**src/rtl/alu_share_arbiter.sv**
```systemverilog
// Round-robin arbiter that runs the shared ALU datapath for two requesters. It
// returns each captured result on one response channel tagged with the requester id.
module alu_share_arbiter #(
  parameter int WIDTH   = 4,
  parameter int LATENCY = 2
) (
  input  logic             clk,
  input  logic             rst,
  input  logic             req0_valid,
  output logic             req0_ready,
  input  logic [WIDTH:0]   req0_a,
  input  logic [WIDTH:0]   req0_b,
  input  logic [3:0]       req0_op,
  input  logic             req1_valid,
  output logic             req1_ready,
  input  logic [WIDTH:0]   req1_a,
  input  logic [WIDTH:0]   req1_b,
  input  logic [3:0]       req1_op,
  output logic [WIDTH:0]   alu_a,
  output logic [WIDTH:0]   alu_b,
  output logic [3:0]       alu_op,
  output logic             alu_load,
  input  logic [WIDTH+1:0] alu_result,
  input  logic             alu_zero,
  input  logic             alu_carry,
  input  logic             alu_overflow,
  output logic             rsp_valid,
  input  logic             rsp_ready,
  output logic             rsp_id,
  output logic [WIDTH+1:0] rsp_result,
  output logic             rsp_zero,
  output logic             rsp_carry,
  output logic             rsp_overflow,
  output logic             rsp_sign,
  output logic             busy
);

  typedef enum logic [1:0] {IDLE, ISSUE, WAIT, RESP} state_t;

  state_t     state;
  logic       ptr;
  logic [3:0] cnt;
  logic       grant0;
  logic       grant1;

  // On contention the pointer decides; a lone valid always wins.
  always_comb begin
    grant0     = req0_valid & (~req1_valid | ~ptr);
    grant1     = req1_valid & (~req0_valid | ptr);
    req0_ready = rst & (state == IDLE) & grant0;
    req1_ready = rst & (state == IDLE) & grant1;
  end

  always_ff @(posedge clk) begin
    if (!rst) begin
      state        <= IDLE;
      ptr          <= 1'b0;
      cnt          <= '0;
      alu_a        <= '0;
      alu_b        <= '0;
      alu_op       <= '0;
      alu_load     <= 1'b0;
      rsp_valid    <= 1'b0;
      rsp_id       <= 1'b0;
      rsp_result   <= '0;
      rsp_zero     <= 1'b0;
      rsp_carry    <= 1'b0;
      rsp_overflow <= 1'b0;
      rsp_sign     <= 1'b0;
      busy         <= 1'b0;
    end else begin
      alu_load <= 1'b0;
      case (state)
        IDLE: begin
          if (req0_ready || req1_ready) begin
            alu_a    <= req1_ready ? req1_a  : req0_a;
            alu_b    <= req1_ready ? req1_b  : req0_b;
            alu_op   <= req1_ready ? req1_op : req0_op;
            rsp_id   <= req1_ready;
            ptr      <= ~req1_ready;
            alu_load <= 1'b1;
            busy     <= 1'b1;
            state    <= ISSUE;
          end
        end
        ISSUE: begin
          cnt   <= 4'(LATENCY - 1);
          state <= WAIT;
        end
        WAIT: begin
          if (cnt == 4'd0) begin
            rsp_result   <= alu_result;
            rsp_zero     <= alu_zero;
            rsp_carry    <= alu_carry;
            rsp_overflow <= alu_overflow;
            rsp_sign     <= alu_result[WIDTH+1];
            rsp_valid    <= 1'b1;
            state        <= RESP;
          end else begin
            cnt <= cnt - 4'd1;
          end
        end
        RESP: begin
          if (rsp_ready) begin
            rsp_valid <= 1'b0;
            busy      <= 1'b0;
            state     <= IDLE;
          end
        end
        default: state <= IDLE;
      endcase
    end
  end

endmodule

```
**config.mk**
```make
export PLATFORM = sky130hd
export DESIGN_NAME = alu_share_arbiter
export DESIGN_NICKNAME = d
export VERILOG_FILES = /design/src/rtl/alu_share_arbiter.sv
export SDC_FILE = /design/constraint.sdc
export NUM_CORES = 1
export LEC_CHECK = 0
export CAP_MARGIN = 40
export CORE_MARGIN = 8
export CORE_UTILIZATION = 45
export DETAILED_ROUTE_END_ITERATION = 8
export HOLD_SLACK_MARGIN = 0.03
export MAX_ROUTING_LAYER = met4
export PLACE_DENSITY = 0.84
export RECOVER_POWER = 50
export SLEW_MARGIN = 20
export SYNTH_ARGS = -nofsm -noshare
export SYNTH_HDL_FRONTEND = slang
export SYNTH_SLANG_ARGS = --single-unit
```
**constraint.sdc**
```tcl
create_clock -name clk -period 3 [get_ports clk]
set_clock_uncertainty 0.15 [all_clocks]
set_input_delay 0.6 -clock clk [delete_from_list [all_inputs] [get_ports clk]]
set_output_delay 0.6 -clock clk [all_outputs]
set_load 0.01 [all_outputs]
```
==> impl_metrics.json <==
{
  "cts_tree": "done",
  "ir_drop_uv": 427,
  "grt_pass1_wl_um": 7670,
  "ff2ff_setup_slack_ns": 0.84,
  "crit_start": "rst",
  "finalCriticalPeriod_ns": 2.89,
  "ys_top_cells_by_area": "dfxtp_1, a2111oi_0, nor4b_1",
  "critPathRequiredTime_ns": 2.25,
  "grt_pass1_vias": 1609,
  "cts_buffer_depth": 2,
  "pwr-share-seq": 0.374,
  "antenna_left": 0,
  "die_x_um": 77.1,
  "status": "completed",
  "die_area_sq_um": 5940,
  "syn_inst": 199,
  "gr-usage-all-layers": 0.159,
  "tightest_slew_ns": 0.565,
  "post-dp-hpwl_um": 3350,
  "globalplace.congestion": 0.796,
  "antenna_found_initial": 0,
  "clock_sinks": 34,
  "cp_max_fo": 3,
  "path_clk_slew_ns": 0.06,
  "routedWlPerCell_um": 15.4,
  "grt_start_max_net_pins": 31,
  "startpoint_type": "primary input",
  "nNetsFinal": 310,
  "area_delta_synth_final_pct": 47.9,
  "wirelength_um": 4730,
  "ys_ff_latch": 34,
  "cts_resized": 0,
  "route.detailed.drc": 0,
  "firstDrtPassIters": 4,
  "syn_area_sq_um": 1680,
  "p_comb_frac": 0.434,
  "p_per_area_nw_per_um2": 684,
  "port_buffers": 71,
  "crit_slowest_cell": "clkdlybuf4s50_1",
  "criticalPathCategory": "in2out",
  "cp_cell_sequence": "dlygate4sd3_1, nand2_1, nor3b_1, clkdlybuf4s50_1",
  "ios": 72,
  "setup_viol": 0,
  "swShare": 0.366,
  "cp-endpoint": "req1_ready",
  "synth_edf_count": 0,
  "synth_area_per_cell_sq_um": 8.43,
  "netlist.area_leader.share": 0.406,
  "rsz0062_at_grt": "no",
  "yosys_warnings": 0,
  "antenna_cells": 0,
  "clkPwrFrac": 0.192,
  "fp.dieH_um": 77.1,
  "drtIter0Drc": 126,
  "r2r-end": "cnt[2]",
  "cap_violations": 0,
  "rr_startpoint": "state[0]",
  "clockRootBuffer": "clkbuf_8",
  "core_sq_um": 3630,
  "synth_ff_type": "dfxtp_1",
  "yosysSeqAreaShare": 0.406,
  "finalHoldViolCount": 0,
  "synth_area_leader_cell": "dfxtp_1",
  "cts_hold_buf": 0,
  "cts_setup_buffers": 0,
  "ff2ff_path_depth": 5,
  "nFillCells": 307,
  "period_share": 0.963,
  "critPathMaxStageDelay_ns": 0.61,
  "p_switching_uw": 622,
  "htreeDepth": 2,
  "drive_gt1_frac": 0.0538,
  "tns_ns": 0,
  "relSlewSlack": 0.623,
  "p_int_mw": 1.08,
  "start_util": 0.462,
  "vias": 1715,
  "synth_nets": 248,
  "cts_buffers": 5,
  "yosysUniqueCellTypes": 32,
  "crit_path_end_kind": "output port",
  "slew_viol_final": 0,
  "overflow": 0,
  "hold_depth": 2,
  "hold_path_class": "reg2reg",
  "worstPathArrival_ns": 2.14,
  "ys_async_sr_fraction": 0,
  "worst_hold_slack_ns": 0.302,
  "fmax_mhz": 346,
  "worstSkewPairLatency_ns": 0.28,
  "rows": 22,
  "via_per_inst": 5.57,
  "leakage_nw": 0.956
}
synthesized netlist by cell type (2+ instances only):
master / instances
a2111oi_0: 14
a21oi_1: 14
nor3_1: 15
ha_1: 7
nor2_1: 3
nor4b_1: 14
inv_1: 11
nor2b_1: 2
nand2_1: 24
a311oi_1: 2
mux2i_1: 2
buf_2: 3
clkbuf_1: 17
dfxtp_1: 34
o211ai_1: 2
o21ai_0: 19
stage by stage:
step	worst slack, ns	instance area, sq um	std cells	power [mW]	util
after detailed placement	0.175	2400	302	1.41	0.660
after CTS	0.171	2480	308	1.74	0.683
after floorplan	0.886	1680	199	1.10	-
after global placement	0.194	2400	302	1.40	0.660
after global routing	0.0420	2480	308	1.83	0.683
final	0.111	2480	308	1.70	0.683
routing by layer:
layer,track usage,share of wire
met1,0.195,0.47
met2,0.224,0.44
met3,0.0746,0.084
met4,0.0509,0.011
met5,-,0
critical path: cells and delay by family:
| family | cells | cell delay (ns) |
|---|---|---|
| and+or+nand+nor | 2 | 0.36 |
| buffers and inverters | 2 | 1.18 |
placed cells by master, fill, tap and decap left out, types with 2 or more instances in the layout:
master	n
nor2b_1	2
a2111oi_0	14
inv_1	11
clkdlybuf4s50_1	44
nor2_1	3
clkbuf_8	6
nor4b_1	14
o211ai_1	2
a21oi_1	14
nand2_1	24
dfxtp_1	34
nor3_1	15
mux2i_1	2
o21ai_0	19
buf_4	5
ha_1	7
a311oi_1	2
dlygate4sd3_1	27
registers in the layout (all words and copies together) (netlist names):
name	flops
state	2
busy	1
rsp_zero	1
alu_b	5
rsp_overflow	1
cnt	4
rsp_id	1
ptr	1
alu_load	1
rsp_carry	1
rsp_valid	1
alu_a	5
rsp_result	6
alu_op	4
cell type report:
cell class / instances / area (sq um) / area share
clock buffers: 6 / 82.6 / 0.0333
inverters: 11 / 41.3 / 0.0166
multi-input cells: 133 / 870 / 0.350
flip-flops and latches: 34 / 681 / 0.274
well taps: 48 / 60.1 / 0.0242
repair buffers: 76 / 748 / 0.301
worst min-delay path by stage:
stage | start | endpoint
2_1_floorplan | state[1] | state[1]
3_3_place_gp | rsp_result[3] | rsp_result[3]
3_5_place_dp | rsp_result[2] | rsp_result[2]
4_1_cts | rsp_result[2] | rsp_result[2]
5_1_grt | rsp_result[2] | rsp_result[2]
6_report | rsp_result[2] | rsp_result[2]
power by group through the flow:
stage               Clock, mW  Combinational (mW)  Sequential [mW]
floorplan                   0               0.445            0.655
global placement            0               0.753            0.642
detailed placement          0               0.761            0.645
CTS                     0.332               0.767            0.637
global route            0.354               0.826            0.652
finish                  0.326               0.737            0.636
cell families after synthesis:
family / Yosys count / synth area share
simple gates: 67 / 0.230
compound gates: 57 / 0.224
flops: 34 / 0.406
buf+inv: 32 / 0.0761
fa+ha+maj: 7 / 0.0522
mux: 2 / 0.0119
Power figures use the tool's default switching activity.
==> patch 1 (same settings) <==
`WIDTH`: 4 -> 3.
--- a/src/rtl/alu_share_arbiter.sv
+++ b/src/rtl/alu_share_arbiter.sv
@@ -3,3 +3,3 @@
 module alu_share_arbiter #(
-  parameter int WIDTH   = 4,
+  parameter int WIDTH   = 3,
   parameter int LATENCY = 2
Ports: changed (8 resized); port bits go from 72 to 64. No check against the original RTL was run, so the function may have changed too.
==> patch 1 against the original RTL <==
Clock power rose by 6%. Wire length down 11%. First-iteration DRC count decreased by 40%. Critical path depth stayed put. Sequential power fell by 12%. Via count shrank 13%. Worst setup slack got worse by 0.027 ns. Design area fell by 11%. Sequential cell count decreased by 3. Largest power group unchanged. Combinational power decreased by 4.2%. Area after synthesis is 13% lower. Non-clock buffer count decreased by 7. Total power fell by 5.2%. Maximum frequency shrank 0.94%.
==> patch 1: results (changes against the original RTL) <==
run status complete, no violations; number of diodes 0 (unchanged); GR Layer Usage met2 0.265 (+0.0411); Unique masters post-synth 37 (+16%); relative slew slack 0.491 (-0.132); Worst Setup SP req1_valid; internal reg-to-reg setup slack 1.04 ns (+0.20 ns); Max Root-Sink Buffers 2 (unchanged); initial DRC count 75 (-40%); Synth top cells by count dfxtp_1, a21oi_1, nand2_1; max FFs per register 5 (-1); Syn Nets 210 (-15%); largest net degree at the start of global routing 26 (-16%); WHS Endpoint rsp_result[2]$_SDFFE_PN0P_; drt first pass iters 5 (+1); first-pass GRT wire length 6.66 mm (-13%); crit path max fanout 8 (+5); Total GRT Usage 0.162 (+0.00276); post-synthesis async set-or-reset flop share 0 (unchanged); Vias/cell 5.46 (-1.9%); cts bufs inserted 5 (unchanged); # Post-CTS Setup Buffers 0 (unchanged); FF-to-FF End state[1]$_SDFFE_PN0P_; number of global-route vias before repair 1465 (-8.9%); Hold Path Cell Cnt 2 (unchanged); Root Buffer clkbuf_4; grt met1 use 0.177 (-0.0187); fraction of layout cells with a size suffix above 1 0.0568 (+0.00292); Syn. warnings 0 (unchanged); cell count after synthesis 166 (-17%); RD Place Congestion 0.776 (-2.6%); fillers 254 (-17%); worst setup path end req0_ready; Leak Pwr 0.804 nW (-16%); Clk pin slew, worst setup/hold paths 0.10 ns (+0.04 ns); DR WL/cell 15.5 µm (+0.63%); synth top area cells dfxtp_1, a21oi_1, a32oi_1, ha_1, nand2_1; CP max stage cell dlygate4sd3_1; placed inst area 2120 µm² (-12%); crit-path max cell delay 0.64 ns (+0.03 ns); post_cts resized 0 (unchanged); CTS H-tree depth 2 (unchanged); WL final 4.22 mm (-11%); CP arrival 2.17 ns (+0.03 ns); worst vdd ir 0.475 mV (+11%); post-synthesis sequential area ratio 0.426 (+0.0201); met3 GRT Util 0.0412 (-0.0334); Nets 272 (-12%); worst r2r src cnt[0]$_SDFFE_PN0P_; I/O Buffers 63 (-11%); worst-skew pair later-pin latency 0.33 ns (+0.05 ns); hold path start rsp_result[2]$_SDFFE_PN0P_; DP HPWL 3.20 mm (-4.7%); Top Family by Delay on Critical Path buffers and inverters
[patch 1: cell types whose count changed after synthesis, sizes merged, moves of 10 or more]
cell | unedited run | this run
clkbuf | 17 | 7
o21ai | 19 | 6
a32oi | 0 | 12
nand3 | 1 | 14
nor3 | 15 | 1
a21oi | 14 | 26
a2111oi | 14 | 0
nor4b | 14 | 0
[patch 1: cells by family (layout without fill, tap and decap cells)]
family	Yosys count	count (layout)	synth area share
adders and majority gates	7	7	0.0601
AOI/OAI and AO/OA	55	55	0.258
buffers and inverters	21	84	0.0661
muxes	2	2	0.0137
DFF	31	31	0.426
and+or+nand+nor	50	50	0.176
[patch 1: per-stage QoR]
stage	worst slack, ns	total power [mW]	hold WS, ns
floorplan	0.922	1.02	0.312
global placement	0.224	1.25	0.293
detailed placement	0.187	1.28	0.305
CTS	0.132	1.62	0.319
global route	0.0227	1.71	0.339
finish	0.0834	1.61	0.313
[patch 1: metal layers]
| metal | wire length (µm) | vias up |
|---|---|---|
| met5 | 0 | - |
| met2 | 2030 | 58 |
| li1 | - | 731 |
| met1 | 1780 | 695 |
| met3 | 329 | 7 |
| met4 | 76 | 0 |
[patch 1: power by group]
part           internal [mW]  switching [mW]
sequential             0.499          0.0608
clock                  0.197           0.148
combinational          0.341           0.365
total                   1.04           0.574
[patch 1: area by class of cell]
| class | count | area (µm²) | share of cell area |
|---|---|---|---|
| Timing Repair Buffer | 69 | 668 | 0.304 |
| Multi-Input combinational cell | 114 | 741 | 0.337 |
| Tap cell | 44 | 55.1 | 0.0251 |
| Sequential cell | 31 | 621 | 0.282 |
| Clock buffer | 6 | 51.3 | 0.0233 |
| Inverter | 7 | 26.3 | 0.0120 |
| Clock inverter | 2 | 35.0 | 0.0159 |
==> patch 2 (same flow settings) <==
Without the edit above. Put one more register stage on the output `rsp_overflow`, with the module's reset. The value now appears one clock later. The other outputs are not delayed to match.
--- a/src/rtl/alu_share_arbiter.sv
+++ b/src/rtl/alu_share_arbiter.sv
@@ -39,2 +39,4 @@
 
+  logic rsp_overflow_s0;
+
   state_t     state;
@@ -67,3 +69,3 @@
       rsp_carry    <= 1'b0;
-      rsp_overflow <= 1'b0;
+      rsp_overflow_s0 <= 1'b0;
       rsp_sign     <= 1'b0;
@@ -94,3 +96,3 @@
             rsp_carry    <= alu_carry;
-            rsp_overflow <= alu_overflow;
+            rsp_overflow_s0 <= alu_overflow;
             rsp_sign     <= alu_result[WIDTH+1];
@@ -114,2 +116,10 @@
 
+  always_ff @(posedge clk) begin
+    if (!rst) begin
+      rsp_overflow <= '0;
+    end else begin
+      rsp_overflow <= rsp_overflow_s0;
+    end
+  end
+
 endmodule
Behaviour: not the same (a bounded check fails within 10 cycles, from zero or initial values and one cycle with rst low).
==> patch 2 against the original RTL <==
Register-to-register slack gained 0.11 ns. Highest routed layer unchanged. Design area is 1.1% higher. Worst setup slack improved by 0.13 ns. Via count down 1.5%. Largest power group unchanged. Area after synthesis grew 1.4%. Wire length decreased by 0.17%. Sequential cell count up 1. Total power is 5.0% higher.
==> patch 2: results (changes against the original RTL) <==
run status complete, no violations; placed inst area 2420 µm² (+0.94%); crit path max fanout 4 (+1); fraction of layout cells with a size suffix above 1 0.0604 (+0.00653); post-synthesis async set-or-reset flop share 0 (unchanged); post-synthesis sequential area ratio 0.412 (+0.00610); CP arrival 2.01 ns (-0.13 ns); internal reg-to-reg setup slack 0.95 ns (+0.11 ns); worst r2r src state[1]$_SDFFE_PN0P_; Total GRT Usage 0.161 (+0.00211); Leak Pwr 0.990 nW (+3.6%); I/O Buffers 71 (unchanged); CTS H-tree depth 2 (unchanged); relative slew slack 0.686 (+0.0627); register share of total power 0.365 (-0.009); synth top area cells dfxtp_1, nor4b_1, a211oi_1, o21ai_0, nand2_1; drt first pass iters 4 (unchanged); # Post-CTS Setup Buffers 0 (unchanged); hold path start rsp_result[1]$_SDFFE_PN0P_; placed cell count 306 (+1.3%); worst vdd ir 0.453 mV (+6.1%); Syn. warnings 0 (unchanged); Setup crit start kind input port; grt met1 use 0.206 (+0.0103); fin util 0.686 (+0.00238); RD Place Congestion 0.775 (-2.7%); initial DRC count 147 (+17%); GR Layer Usage met2 0.242 (+0.0175); first-pass GRT wire length 8.10 mm (+5.6%); Post-CTS Hold Fix Bufs 0 (unchanged); Unique masters post-synth 34 (+6.3%); WHS Endpoint rsp_result[1]$_SDFFE_PN0P_; Synth top cells by count dfxtp_1, nand2_1, o21ai_0; CP max stage cell dlygate4sd3_1; post-place setup slack 0.283 ns (+0.108 ns); worst-skew pair later-pin latency between 0.2 and 0.3 ns; DP HPWL 3.40 mm (+1.5%); largest net degree at the start of global routing 27 (-13%); Pwr Total 1.78 mW (+5.0%); Avg Cell Area, Syn 8.55 µm² (+1.4%); R2R depth 6 (+1); number of global-route vias before repair 1650 (+2.5%); Tmin final 2.76 ns (-0.128 ns); clock share of power 0.186 (-0.006); top flop regs rsp_result x6, alu_a x5, alu_b x5; sw frac 0.365 (-0.00149); WL final 4.72 mm (-0.17%); met3 GRT Util 0.0495 (-0.0251); Max Root-Sink Buffers 2 (unchanged); Vias/cell 5.40 (-3.1%); crit-path max cell delay 0.58 ns (-0.03 ns); final hold slack 0.300 ns (-0.00157 ns); Layout Cells excl Fill 313 (+1.6%); Syn Nets 248 (unchanged); FF-to-FF End alu_a[0]$_SDFFE_PN0P_; worst setup path end req1_ready
[patch 2: layer usage]
layer | share of wire | vias up
met5 | 0 | -
met4 | 0.0032 | 0
met3 | 0.090 | 3
met2 | 0.44 | 90
met1 | 0.47 | 759
li1 | - | 837
[patch 2: final cells by class]
type | count | area (µm²)
fill | 306 | 1150
clock inverter | 1 | 5.00
tap | 48 | 60.1
timing repair buffer | 76 | 748
clock buffer | 6 | 82.6
inverter | 9 | 33.8
sequential | 35 | 701
multi-input combinational | 138 | 880
[patch 2: critical path: cells and delay by family]
| family | cells | cell delay [ns] |
|---|---|---|
| buf+inv | 3 | 1.18 |
| simple gates | 2 | 0.22 |
[patch 2: kinds of logic (layout without fill, tap and decap cells)]
| logic type | Yosys count | in the layout | share of synthesized area |
|---|---|---|---|
| mux | 3 | 3 | 0.0176 |
| simple gates | 73 | 73 | 0.235 |
| buf+inv | 26 | 92 | 0.0713 |
| fa+ha+maj | 7 | 7 | 0.0515 |
| flops | 35 | 35 | 0.412 |
| compound gates | 55 | 55 | 0.213 |
